`config.mk`:
```
export PLATFORM = sky130hd
export DESIGN_NAME = mult_seq_flat
export DESIGN_NICKNAME = d
export VERILOG_FILES = /design/src/rtl/mult_seq_if.sv /design/src/rtl/mult_seq.sv /design/src/flat_wrapper.sv
export SDC_FILE = /design/constraint.sdc
export NUM_CORES = 1
export LEC_CHECK = 0
export CORE_MARGIN = 4
export CORE_UTILIZATION = 60
export CTS_CLUSTER_SIZE = 10
export DETAILED_ROUTE_END_ITERATION = 6
export PLACE_DENSITY = 0.9
export SLEW_MARGIN = 20
export SYNTH_ARGS = -nofsm -noshare
export SYNTH_HDL_FRONTEND = slang
export SYNTH_SLANG_ARGS = --single-unit
export TNS_END_PERCENT = 50
```
`constraint.sdc`:
```
create_clock -name clk -period 7.6 [get_ports clk]
set_input_delay 1.14 -clock clk [delete_from_list [all_inputs] [get_ports clk]]
set_output_delay 1.14 -clock clk [all_outputs]
set_load 0.01 [all_outputs]
```
`src/rtl/mult_seq_if.sv`:
```
// Request/acknowledge/result bundle for the sequential signed multiplier.
// The initiator drives the operands and request; the responder returns
// the acknowledge, product and status.
interface mult_seq_if;
    logic        req;
    logic [15:0] arg_a;
    logic        arg_a_parity;
    logic [15:0] arg_b;
    logic        arg_b_parity;
    logic        ack;
    logic [31:0] result;
    logic        result_parity;
    logic        arg_parity_error;
    logic        result_rdy;

    modport master (
        output req, arg_a, arg_a_parity, arg_b, arg_b_parity,
        input  ack, result, result_parity, arg_parity_error, result_rdy
    );

    modport slave (
        input  req, arg_a, arg_a_parity, arg_b, arg_b_parity,
        output ack, result, result_parity, arg_parity_error, result_rdy
    );
endinterface

```
`src/rtl/mult_seq.sv`:
```
// Sequential signed 16x16 multiplier responder. Operands are captured on a
// request, parity-checked, and multiplied with a radix-2 Booth datapath that
// retires one multiplier bit per clock. All outputs are registered.
module mult_seq (
    input  logic     clk,
    input  logic     rst_n,
    mult_seq_if.slave bus
);
    typedef enum logic [1:0] {
        IDLE = 2'd0,
        ACK  = 2'd1,
        CALC = 2'd2,
        DONE = 2'd3
    } state_t;

    state_t      state_reg;
    logic [3:0]  cnt_reg;
    logic [15:0] mcand_reg;     // multiplicand A
    logic [16:0] acc_reg;       // one guard bit so +/-(-32768) never overflows
    logic [15:0] q_reg;         // multiplier B, shifted out LSB first
    logic        qm1_reg;       // Booth Q-1 bit
    logic        perr_reg;      // captured operand parity failure

    logic        ack_reg;
    logic        rdy_reg;
    logic [31:0] result_reg;
    logic        result_parity_reg;
    logic        arg_parity_error_reg;

    logic [16:0] mcand_ext;
    logic [16:0] sum_next;
    logic [33:0] shift_next;    // {acc, q, q-1} after add and arithmetic shift
    logic [31:0] product_next;
    logic        start;

    // Booth step: add/subtract the multiplicand, then shift {acc,q,q-1} right
    always_comb begin
        mcand_ext = {mcand_reg[15], mcand_reg};
        sum_next  = acc_reg;
        case ({q_reg[0], qm1_reg})
            2'b01:   sum_next = acc_reg + mcand_ext;
            2'b10:   sum_next = acc_reg - mcand_ext;
            default: sum_next = acc_reg;
        endcase
        shift_next   = {sum_next[16], sum_next, q_reg};
        product_next = shift_next[32:1];
    end

    // A request is accepted in IDLE, and also on the edge that ends the
    // result_rdy pulse, so a held request restarts without a dead cycle.
    always_comb begin
        start = bus.req && ((state_reg == IDLE) || ((state_reg == DONE) && rdy_reg));
    end

    // Control FSM, Booth datapath and registered outputs
    always_ff @(posedge clk) begin
        if (!rst_n) begin
            state_reg            <= IDLE;
            cnt_reg              <= 4'd0;
            mcand_reg            <= 16'd0;
            acc_reg              <= 17'd0;
            q_reg                <= 16'd0;
            qm1_reg              <= 1'b0;
            perr_reg             <= 1'b0;
            ack_reg              <= 1'b0;
            rdy_reg              <= 1'b0;
            result_reg           <= 32'd0;
            result_parity_reg    <= 1'b0;
            arg_parity_error_reg <= 1'b0;
        end else begin
            ack_reg <= 1'b0;
            case (state_reg)
                IDLE: begin
                    rdy_reg <= 1'b0;
                end
                ACK: begin
                    cnt_reg <= 4'd0;
                    if (perr_reg) begin
                        // No multiplication; DONE spends one extra cycle
                        // before the result_rdy pulse on this path.
                        result_reg           <= 32'd0;
                        result_parity_reg    <= 1'b0;
                        arg_parity_error_reg <= 1'b1;
                        rdy_reg              <= 1'b0;
                        state_reg            <= DONE;
                    end else begin
                        state_reg <= CALC;
                    end
                end
                CALC: begin
                    acc_reg <= shift_next[33:17];
                    q_reg   <= shift_next[16:1];
                    qm1_reg <= shift_next[0];
                    cnt_reg <= cnt_reg + 4'd1;
                    if (cnt_reg == 4'd15) begin
                        result_reg           <= product_next;
                        result_parity_reg    <= ^product_next;
                        arg_parity_error_reg <= 1'b0;
                        rdy_reg              <= 1'b1;
                        state_reg            <= DONE;
                    end
                end
                DONE: begin
                    if (!rdy_reg) begin
                        rdy_reg <= 1'b1;
                    end else begin
                        rdy_reg   <= 1'b0;
                        state_reg <= IDLE;
                    end
                end
                default: state_reg <= IDLE;
            endcase

            // Operand capture overrides the state update above
            if (start) begin
                mcand_reg <= bus.arg_a;
                q_reg     <= bus.arg_b;
                acc_reg   <= 17'd0;
                qm1_reg   <= 1'b0;
                perr_reg  <= (^bus.arg_a ^ bus.arg_a_parity) |
                             (^bus.arg_b ^ bus.arg_b_parity);
                ack_reg   <= 1'b1;
                state_reg <= ACK;
            end
        end
    end

    assign bus.ack              = ack_reg;
    assign bus.result_rdy       = rdy_reg;
    assign bus.result           = result_reg;
    assign bus.result_parity    = result_parity_reg;
    assign bus.arg_parity_error = arg_parity_error_reg;
endmodule

```
`src/flat_wrapper.sv`:
```
// flat-port wrapper written by rule: the top's interface ports become plain ports
module mult_seq_flat 
  (clk, rst_n, bus_req, bus_arg_a, bus_arg_a_parity, bus_arg_b, bus_arg_b_parity, bus_ack, bus_result, bus_result_parity, bus_arg_parity_error, bus_result_rdy);
  mult_seq_if bus_i ();
  input  logic clk;
  input  logic rst_n;
  input wire logic [$bits(bus_i.req)-1:0] bus_req;
  input wire logic [$bits(bus_i.arg_a)-1:0] bus_arg_a;
  input wire logic [$bits(bus_i.arg_a_parity)-1:0] bus_arg_a_parity;
  input wire logic [$bits(bus_i.arg_b)-1:0] bus_arg_b;
  input wire logic [$bits(bus_i.arg_b_parity)-1:0] bus_arg_b_parity;
  output wire logic [$bits(bus_i.ack)-1:0] bus_ack;
  output wire logic [$bits(bus_i.result)-1:0] bus_result;
  output wire logic [$bits(bus_i.result_parity)-1:0] bus_result_parity;
  output wire logic [$bits(bus_i.arg_parity_error)-1:0] bus_arg_parity_error;
  output wire logic [$bits(bus_i.result_rdy)-1:0] bus_result_rdy;
  assign bus_i.req = bus_req;
  assign bus_i.arg_a = bus_arg_a;
  assign bus_i.arg_a_parity = bus_arg_a_parity;
  assign bus_i.arg_b = bus_arg_b;
  assign bus_i.arg_b_parity = bus_arg_b_parity;
  assign bus_ack = bus_i.ack;
  assign bus_result = bus_i.result;
  assign bus_result_parity = bus_i.result_parity;
  assign bus_arg_parity_error = bus_i.arg_parity_error;
  assign bus_result_rdy = bus_i.result_rdy;
  mult_seq u_core (.clk(clk), .rst_n(rst_n), .bus(bus_i));
endmodule
```
==> run_results.csv <==
group,metric,value,unit
detailed_routing,vias,4860,
clock_network,hold_buffers,0,
power_and_ir_drop,powerDensity,439,nW/um2
final_layout,area_growth,17.6,%
synthesis,syn_nets,716,
sta,skew,0.0134,ns
detailed_routing,vias_per_cell,5.93,
final_layout,final_util,73.0,%
detailed_routing,drc,0,
critical_path,worstPathArrival,4.84,ns
critical_path,path_buf_inv,0,
final_layout,final_cell_mix,"nand2_1, dfxtp_1, clkdlybuf4s50_1",
sta,setup_viol_count_final,0,
clock_network,clock_insertion_delay_worst_skew,0.37,ns
sta,timing.setup.tns,0,ns
synthesis,syn_avg_cell_area,8.32,um2
sta,fmax,0.219,GHz
sta,relSlewSlack,45.8,%
clock_network,clockBufferDepth,2,
floorplanning,die-area,10700,um2
clock_network,tritoncts,"built",
critical_path,startpoint_type,"flip-flop",
detailed_routing,drt-pass1-iter-count,5,
floorplanning,die_h,103,um
clock_network,htreeDepth,3,
synthesis,ys_ff_latch,92,
floorplanning,ios,73,
synthesis,synth_area,5440,um2
final_layout,final_area,6400,um2
final_layout,antennaDiodeCount,0,
clock_network,cts_num_sinks,92,
sta,rsz0062_at_grt,"false",
synthesis,synth_cell_types,56,
critical_path,crit_fanout,5,
floorplanning,row_count,34,
final_layout,fin_nets,769,
place,dpl.hpwl,9810,um
clock_network,cts_made_buffers,9,
synthesis,syn_inst,654,
power_and_ir_drop,p_sw,1.20,mW
critical_path,crit_top_cell,"or3_1",
synthesis,ys.flop_type,"dfxtp_1",
place,numPortBuffers,72,
grt,grt_pass1_vias,4629,
grt,grt_max_degree,55,
clock_network,post_cts_buffers,0,
critical_path,cpPeakStageDelay,0.46,ns
synthesis,ys_seq_area_share,33.9,%
detailed_routing,routedWlPerCell,16.4,um
clock_network,cts-root-buf,"clkbuf_8",
sta,post-route-min-period,4.57,ns
sta,slew_viol_final,0,
power_and_ir_drop,power_frac_comb,65.2,%
synthesis,yosysWarnings,0,
power_and_ir_drop,pwr-share-clk,11.7,%
floorplanning,core,8760,um2
run,maxCapViolations,0,
clock_network,clk_pin_slew,0.09,ns
power_and_ir_drop,pwr-share-seq,23.0,%
power_and_ir_drop,cell_internal_pwr,1.61,mW
place,dpl.cell_count,804,
grt,grt_pass1_wl,21900,um
floorplanning,initial_utilization,62.1,%
critical_path,critical-path-top-delay-family,"simple AND/OR/NAND/NOR gates",
grt,grt_antenna_before_repair,0,
power_and_ir_drop,p_leak,2.30,nW
grt,overflow,0,
final_layout,stdcell_count,819,
critical_path,worstPathCellList,"or3_1, or3_1, or3_1, nor3_1, a21oi_1, xnor2_1, ha_1, nor2b_1, o21ai_0, nand2b_1, a21oi_1, and3b_1, nor3_2, xnor2_1, xnor3_1, xnor3_1, nand2_1, a21boi_1",
synthesis,synth_edf_count,0,
place,gp_congestion,0.931,
sta,min_period_over_period,60.1,%
detailed_routing,routed_wl,13400,um
critical_path,endpoint_kind,"flip-flop",
final_layout,largest_reg_flops,32,
critical_path,crit_type,"flip-flop to flip-flop",
clock_network,cts_resized,0,
critical_path,cp_slowest_cell,"xnor3_1",
place,place_area,6200,um2
status,outcome,"finished, final reports clean",
grt,grtUsageTotal,25.8,%
power_and_ir_drop,power_switching_share,42.8,%
detailed_routing,drt_iter0_markers,252,
sta,worstMarginPinSlew,0.811,ns
detailed_routing,antenna_left,0,
floorplanning,die_x,103,um
sta,hold_viol_final,0,
power_and_ir_drop,ir_worst_vdd,0.000258,V
min_path,hold_class,"flip-flop to flip-flop",
final_layout,layout-drive-gt1-share,4.50,%
synthesis,async_reset_ff_share,0,%
critical_path,cp.required,7.87,ns
==> per-layer routing <==
| metal | share of wire [%] | track usage (%) |
|---|---|---|
| met1 | 43 | 34.0 |
| met2 | 48 | 42.4 |
| met3 | 6.3 | 4.90 |
| met4 | 2.5 | 9.26 |
| met5 | 0 | 0 |
==> area by class of cell <==
type,instances,area [um2]
clock buffer,10,128
timing repair buffer,77,758
clock inverter,5,63.8
inverter,13,48.8
sequential,92,1840
multi-input combinational,514,3420
tap,108,135
fill,650,2360
==> tightest hold or removal path, delay by kind of cell, from the launching register on <==
kind	cells	cell delay, ns
AND/OR/NAND/NOR	1	0.05
AO/OA/AOI/OAI	1	0.05
flip-flops	1	0.32
==> path summary, 6_finish.rpt <==
kind	slack, ns	depth (start not counted)	from	end
worst max-delay path	3.03	18	u_core.mcand_reg[2]	u_core.bus.result_parity
worst max register to register	3.03	18	u_core.mcand_reg[2]	u_core.bus.result_parity
worst min-delay path	0.46	2	u_core.bus.result[10]	u_core.bus.result[10]
worst min register to register	0.46	2	u_core.bus.result[10]	u_core.bus.result[10]
==> synthesized netlist by cell type (3+ instances only) <==
cell	count	share of area, %
mux2i_1	22	4.0
xor2_1	10	1.6
or3_1	4	0.46
nand2b_1	9	1.0
nor2_1	56	3.9
o21ai_0	23	2.1
a31oi_1	3	0.35
o31a_1	4	0.64
nor3b_1	4	0.55
a22oi_1	4	0.55
dfxtp_1	92	34
ha_1	24	5.5
xnor3_1	5	2.1
nand2_1	92	6.3
and2_1	12	1.4
nand3_1	19	1.7
xnor2_1	67	11
nor3_1	10	0.92
a21o_1	5	0.69
and3_1	3	0.35
a21oi_1	60	5.5
a211oi_1	27	3.7
nor2b_1	9	1.0
clkbuf_1	23	1.6
o21a_1	6	0.83
buf_1	10	0.69
inv_1	12	0.83
==> power groups by stage <==
| stage | clock network, mW | logic [mW] | registers [mW] |
|---|---|---|---|
| final | 0.330 | 1.83 | 0.646 |
| after global routing | 0.349 | 1.99 | 0.655 |
| after floorplan | 0 | 1.47 | 0.634 |
| after detailed placement | 0 | 1.80 | 0.653 |
| after global placement | 0 | 1.74 | 0.647 |
| after CTS | 0.331 | 1.81 | 0.644 |
==> cell families (layout without fill, tap and decap cells) <==
group           after synthesis  in the layout  synth area share (%)
compound gates              153            153                  18.2
simple gates                230            230                  19.8
fa+ha+maj                    25             25                  5.89
buf+inv                      48            105                  3.36
flops                        92             92                  33.9
xor+xnor                     82             82                  14.5
mux                          24             24                  4.46
==> metrics by stage <==
stage | hold WS (ns) | worst slack [ns] | power (mW)
2_1_floorplan | 0.445 | 3.39 | 2.11
3_3_place_gp | 0.447 | 3.21 | 2.38
3_5_place_dp | 0.450 | 3.08 | 2.45
4_1_cts | 0.462 | 3.06 | 2.79
5_1_grt | 0.484 | 2.69 | 3.00
6_report | 0.462 | 3.03 | 2.81
No activity file was read; power rests on OpenSTA's default activity.
